===== config.mk =====
export PLATFORM = sky130hd
export DESIGN_NAME = fetch_buffer
export DESIGN_NICKNAME = d
export VERILOG_FILES = /design/src/rtl/fetch_buffer.sv
export SDC_FILE = /design/constraint.sdc
export NUM_CORES = 1
export LEC_CHECK = 0
export ABC_AREA = 1
export ABC_CLOCK_PERIOD_IN_PS = 12400
export CORE_MARGIN = 2
export CORE_UTILIZATION = 61
export CTS_BUF_LIST = sky130_fd_sc_hd__clkbuf_4
export DETAILED_ROUTE_END_ITERATION = 6
export PLACE_DENSITY = 0.88
export SLEW_MARGIN = 20
export SYNTH_ARGS = -nofsm -noshare
export SYNTH_HDL_FRONTEND = slang
export SYNTH_SLANG_ARGS = --single-unit

===== constraint.sdc =====
create_clock -name clk -period 12.4 [get_ports clk]
set_input_delay 2.48 -clock clk [delete_from_list [all_inputs] [get_ports clk]]
set_output_delay 2.48 -clock clk [all_outputs]
set_load 0.005 [all_outputs]

===== src/rtl/fetch_buffer.sv =====
// fetch_buffer: instruction-fetch front end with one outstanding ibus request and a DEPTH-entry {pc, instr} queue.
// Define FETCH_PERF_EN to add the perf_fetched / perf_dropped / perf_stall counters.

package fetch_buffer_pkg;

    typedef struct packed {
        logic        valid;
        logic [63:0] addr;
        logic [2:0]  size;
        logic        we;
        logic [7:0]  wstrb;
        logic [63:0] wdata;
    } ibus_req_t;

    typedef struct packed {
        logic        addr_ok;
        logic        data_ok;
        logic [31:0] data;
    } ibus_resp_t;

endpackage

module fetch_buffer
    import fetch_buffer_pkg::*;
#(
    parameter logic [63:0] RESET_PC = 64'h8000_0000,
    parameter int          DEPTH    = 4,
    localparam int         PTR_W    = $clog2(DEPTH)
) (
    input  logic             clk,
    input  logic             reset,
    output ibus_req_t        ireq,
    input  ibus_resp_t       iresp,
    input  logic             redirect_valid,
    input  logic [63:0]      redirect_pc,
    output logic             out_valid,
    input  logic             out_ready,
    output logic [63:0]      out_pc,
    output logic [31:0]      out_instr,
    output logic [PTR_W:0]   count
`ifdef FETCH_PERF_EN
    ,
    output logic [63:0]      perf_fetched,
    output logic [63:0]      perf_dropped,
    output logic [63:0]      perf_stall
`endif
);

    typedef enum logic [1:0] {
        IDLE = 2'd0,
        REQ  = 2'd1,
        DROP = 2'd2
    } state_e;

    localparam logic [PTR_W:0] FULL    = (PTR_W + 1)'(DEPTH);
    localparam logic [PTR_W:0] FULL_M1 = (PTR_W + 1)'(DEPTH - 1);

    state_e               state_q, state_d;
    logic [63:0]          pc_q, pc_d;
    logic [63:0]          addr_q, addr_d;
    logic [PTR_W-1:0]     wr_ptr_q, wr_ptr_d;
    logic [PTR_W-1:0]     rd_ptr_q, rd_ptr_d;
    logic [PTR_W:0]       count_q, count_d;

    logic [63:0]          mem_pc_q    [DEPTH];
    logic [31:0]          mem_instr_q [DEPTH];

    logic                 pop;
    logic                 push;
    logic                 drop_data;
    logic [PTR_W:0]       count_pop;
    logic [63:0]          target_pc;
    logic [63:0]          pc_next;

    // addr_ok only acknowledges the address phase; the low redirect bits are forced to zero.
    logic                 unused_inputs;
    assign unused_inputs = ^{iresp.addr_ok, redirect_pc[1:0]};

    assign out_valid = (count_q != '0);
    assign count     = count_q;
    assign target_pc = {redirect_pc[63:2], 2'b00};
    assign pc_next   = pc_q + 64'd4;

    // A redirect flushes the queue, so a pop in the same cycle has no effect.
    assign pop       = out_valid & out_ready & ~redirect_valid;
    assign count_pop = count_q - {{PTR_W{1'b0}}, pop};

    always_comb begin
        // NOTE: every always_comb output gets a default first, so no path leaves a signal unassigned and no latch is inferred.
        state_d   = state_q;
        pc_d      = pc_q;
        addr_d    = addr_q;
        push      = 1'b0;
        drop_data = 1'b0;

        unique case (state_q)
            IDLE: begin
                if (redirect_valid) begin
                    pc_d = target_pc;
                end else if (count_pop < FULL) begin
                    state_d = REQ;
                    addr_d  = pc_q;
                end
            end

            REQ: begin
                if (iresp.data_ok) begin
                    if (redirect_valid) begin
                        drop_data = 1'b1;
                        pc_d      = target_pc;
                        state_d   = IDLE;
                    end else begin
                        push = 1'b1;
                        pc_d = pc_next;
                        // Keep the bus busy only while the response after this one still has a slot.
                        if (count_pop < FULL_M1) begin
                            state_d = REQ;
                            addr_d  = pc_next;
                        end else begin
                            state_d = IDLE;
                        end
                    end
                end else if (redirect_valid) begin
                    state_d = DROP;
                    pc_d    = target_pc;
                end
            end

            DROP: begin
                if (redirect_valid) begin
                    pc_d = target_pc;
                end
                if (iresp.data_ok) begin
                    drop_data = 1'b1;
                    state_d   = IDLE;
                end
            end

            default: begin
                state_d = IDLE;
            end
        endcase
    end

    always_comb begin
        wr_ptr_d = wr_ptr_q;
        rd_ptr_d = rd_ptr_q;
        count_d  = count_q;
        if (redirect_valid) begin
            wr_ptr_d = '0;
            rd_ptr_d = '0;
            count_d  = '0;
        end else begin
            wr_ptr_d = wr_ptr_q + PTR_W'(push);
            rd_ptr_d = rd_ptr_q + PTR_W'(pop);
            count_d  = count_pop + (PTR_W + 1)'(push);
        end
    end

    always_ff @(posedge clk or negedge reset) begin
        if (!reset) begin
            state_q  <= IDLE;
            pc_q     <= RESET_PC;
            addr_q   <= RESET_PC;
            wr_ptr_q <= '0;
            rd_ptr_q <= '0;
            count_q  <= '0;
        end else begin
            // NOTE: sequential state uses non-blocking assignments so every flop samples pre-edge values.
            state_q  <= state_d;
            pc_q     <= pc_d;
            addr_q   <= addr_d;
            wr_ptr_q <= wr_ptr_d;
            rd_ptr_q <= rd_ptr_d;
            count_q  <= count_d;
        end
    end

    // NOTE: queue storage is not reset; an entry is only visible after it is written, and the outputs are masked while empty.
    always_ff @(posedge clk) begin
        if (push) begin
            mem_pc_q[wr_ptr_q]    <= pc_q;
            mem_instr_q[wr_ptr_q] <= iresp.data;
        end
    end

    assign out_pc    = out_valid ? mem_pc_q[rd_ptr_q]    : 64'd0;
    assign out_instr = out_valid ? mem_instr_q[rd_ptr_q] : 32'd0;

    // The request is a pure function of registered state, so there is no path from iresp to ireq.
    always_comb begin
        ireq       = '0;
        ireq.valid = (state_q != IDLE);
        ireq.addr  = addr_q;
    end

`ifdef FETCH_PERF_EN
    logic [63:0] fetched_q, fetched_d;
    logic [63:0] dropped_q, dropped_d;
    logic [63:0] stall_q, stall_d;
    logic        flush_nonempty;
    logic        stalled;

    assign flush_nonempty = redirect_valid & out_valid;
    assign stalled        = (state_q == IDLE) & (count_q == FULL);

    always_comb begin
        fetched_d = fetched_q + 64'(push);
        dropped_d = dropped_q + 64'(drop_data) + 64'(flush_nonempty);
        stall_d   = stall_q + 64'(stalled);
    end

    always_ff @(posedge clk or negedge reset) begin
        if (!reset) begin
            fetched_q <= '0;
            dropped_q <= '0;
            stall_q   <= '0;
        end else begin
            fetched_q <= fetched_d;
            dropped_q <= dropped_d;
            stall_q   <= stall_d;
        end
    end

    assign perf_fetched = fetched_q;
    assign perf_dropped = dropped_q;
    assign perf_stall   = stall_q;
`endif

endmodule


==> Implementation_results.wiki <==
{| class="wikitable"
! Metric !! Value
|-
| Status || complete, no violations
|-
| Number of violations of the max-capacitance limit || 0
|-
| Core outline area || 0.0389 sq mm
|-
| Hold Path Class || reg2reg
|-
| Element type at the critical path start || flip-flop
|-
| Library cell occupying the most area in the post-synthesis netlist || edfxtp_1
|-
| Top fanout value on the critical path || 108
|-
| Global router's overall resource usage || between 30% and 40%
|-
| Final std cell area, no fill || about 0.029 sq mm
|-
| Count of pins over their slew limit || 0
|-
| Number of instances in the synthesized netlist || about 2500
|-
| Worst-margin pin slew || roughly 1.1 ns
|-
| Die outline height || slightly above 200 um
|-
| Number of antenna violations at the first check in global routing || 2
|-
| Drt initial violations || ~2200
|-
| Count of warnings emitted by yosys || 0
|-
| F_max || 0.151 GHz
|-
| I/O pin total || approximately 340
|-
| Worst EP arrival || between 4 and 5 ns
|-
| Type of the worst setup path || reg2out
|-
| Number of buffers and inverters on the critical path || 3
|-
| Worst-case headroom to the max-slew limit || about a quarter
|-
| Fill cell total of the finished layout || 2660
|-
| Routed wire length || just over 70 mm
|-
| Count of buffers added by post-CTS timing repair for setup || 0
|-
| Number of storage elements in the synthesis netlist || 521
|-
| CTS tree || built
|-
| Final setup vio count || 0
|-
| CTS-repair resized insts || 0
|-
| Leakage power figure || about 11 nW
|-
| Weighted congestion at the end of routability-driven global placement || between 1 and 1.5
|-
| DP HPWL || around 44 mm
|-
| Cell area reported after detailed placement || 0.0269 sq mm
|-
| Setup repair after global routing missed its margin || false
|-
| Layout cells sized above 1 || a little under a tenth
|-
| P&R area growth vs syn || 18.2%
|-
| CTS Hold Bufs || 0
|-
| Required @ worst endpoint || around 10 ns
|-
| Number of core rows || 72
|-
| Number of buffer cells added on primary ports || ~260
|-
| Pwr Density || slightly above 200 mW/mm^2
|-
| Critical path cell sequence || inv_4 -> buf_4 -> o21ai_0 -> a21oi_1 -> clkdlybuf4s50_1
|-
| Post-synthesis average cell area || between 9 and 10 sq um
|-
| Wire length of the first global-routing pass || 107 mm
|-
| Post-DR wirelength/cell || 20.5 um
|-
| Total number of vias || around 20000
|-
| Setup tns final || 0 ns
|-
| Final hold violation count || 0
|-
| Skew-Pair Late Insertion Delay || between 0.8 and 0.9 ns
|-
| Kind of end point of the critical path || output pin
|-
| Final #Nets || 2931
|-
| Via count of the first global-routing pass || a little under 20000
|-
| Cell area after synthesis || approximately 0.024 sq mm
|-
| Vias per inst || about 6
|-
| Largest clock skew in the final design || between 0.06 and 0.07 ns
|-
| Depth of the CTS H-tree || 4
|-
| Clock tree buffer depth || 3
|-
| Most common cell after layout, fill and taps aside || nor2_1
|-
| Standard cell with the maximum stage delay on the critical path || buf_4
|-
| Final cell count without fillers || 3438
|-
| DIE WIDTH || a little over 200 um
|-
| Final critical-path share of the clock period || between 50% and 60%
|-
| Largest cells by area after synthesis || edfxtp_1 48%, dfrtp_1 14%, nor2_1 8.6%
|-
| Synth unique cells || between 40 and 50
|-
| Number of cells in the design after placement || about 3200
|-
| Post-synthesis sequential area ratio || 61.8%
|-
| Fraction of post-synthesis cell area in the top cell type by area || roughly 48%
|-
| Post-layout min period || 6.62 ns
|-
| Overflow after GRT || 0
|-
| Detailed-routing iteration count for the pre-antenna-repair pass || 6
|-
| Antenna Violating Nets Remaining || 0
|-
| Pin count of the biggest net entering global routing || between 100 and 150
|-
| CTS clk-pin slew, worst paths || 0.07 ns
|-
| Clock sinks || 521
|-
| Die footprint || between 0.04 and 0.05 sq mm
|-
| Maximum cell stage delay along the critical path || between 0.8 and 0.9 ns
|-
| Initial standard-cell utilization of the core || about 62%
|-
| Top Family by Delay on Critical Path || buffers and inverters
|-
| DRC violations left || 0
|-
| Most frequent cells in the layout || 553 x nor2_1, 441 x nand2_1, 384 x edfxtp_1
|-
| Number of buffers created by CTS || roughly 130
|-
| Highest ir drop seen on vdd || roughly 0.14 mV
|-
| Buffer type at the clock tree root || clkbuf_4
|}
-- metrics by stage --
step	power, W	util (%)	worst slack [ns]	hold WS [ns]
CTS	0.00592	73.6	5.74	0.489
finish	0.00595	73.6	5.78	0.487
detailed placement	0.00442	69.1	5.62	0.465
global route	0.00623	73.6	5.54	0.512
global placement	0.00434	69.1	5.71	0.470
floorplan	0.00345	-	2.27	0.472
-- cell type report --
type / count / area, sq um / share of cell area, %
tap: 518 / 648 / 2.26
clock buffer: 188 / 1410 / 4.93
inverter: 101 / 383 / 1.34
timing repair buffer: 288 / 2820 / 9.84
antenna: 2 / 5.00 / 0.0175
clock inverter: 41 / 320 / 1.12
multi-input combinational: 1779 / 8080 / 28.2
sequential: 521 / 15000 / 52.3
-- worst paths after layout --
check,from,endpoint,slack (ns),depth (start not counted)
worst max-delay path,rd_ptr_q[0],out_pc[63],5.78,5
worst min-delay path,addr_q[42],addr_q[42],0.49,2
worst max register to register,count[0],addr_q[63],7.02,14
worst min register to register,addr_q[42],addr_q[42],0.49,2
max in group asynchronous,reset,addr_q[7],9.36,2
min in group asynchronous,reset,pc_q[60],1.69,1
-- sequential cells by signal, indices dropped and copies added, names as in the netlist --
signal / count
rd_ptr_q: 2
pc_q: 64
state_q: 2
mem_pc_q: 256
wr_ptr_q: 2
mem_instr_q: 128
addr_q: 64
count: 3
-- worst min-delay path: stages (launching register included) --
cell	delay, ns
dfrtp_1	0.34
nand2_1	0.05
nand2_1	0.06
-- synthesized netlist by cell type (all sizes together) --
master  number
or2          1
ha           7
a211oi       1
a21oi      210
xor2        22
o21ai      285
and2         1
nand4       14
edfxtp     384
a22oi       14
clkinv       2
nand3       42
nor3        18
conb         1
xnor2        9
a221oi       6
o22a         1
inv         99
nor2       570
clkbuf      81
buf        127
o211ai      18
a31oi       14
dfstp        2
o221ai       3
dfrtp      135
nand2      452
o22ai       15
-- report_power, final --
| group | switching, W | internal (W) | total, W |
|---|---|---|---|
| sequential | 0.000393 | 0.00221 | 0.00260 |
| clock | 0.000684 | 0.000822 | 0.00151 |
| combinational | 0.00108 | 0.000757 | 0.00184 |
-- per-layer routing --
layer / wire (um) / share of wire, % / GRT usage (%) / vias to the layer above
met1: 25900 / 37 / 42.8 / 9488
met3: 7490 / 11 / 7.49 / 198
met5: 0 / 0 / 0 / -
met4: 2970 / 4.2 / 17.4 / 0
met2: 34100 / 48 / 55.4 / 1236
li1: - / - / - / 9118
-- logic make-up (layout without fill, tap and decap cells) --
family / after synthesis / in the layout / synth area share, %
AOI/OAI and AO/OA: 567 / 567 / 12.4
buffers and inverters: 309 / 618 / 6.14
and+or+nand+nor: 1098 / 1098 / 18.2
DFF: 521 / 521 / 61.8
adders and majority gates: 7 / 7 / 0.362
other: 1 / 78 / 0.0155
xor gates and xnor gates: 31 / 31 / 1.12
Power figures use the tool's default switching activity.
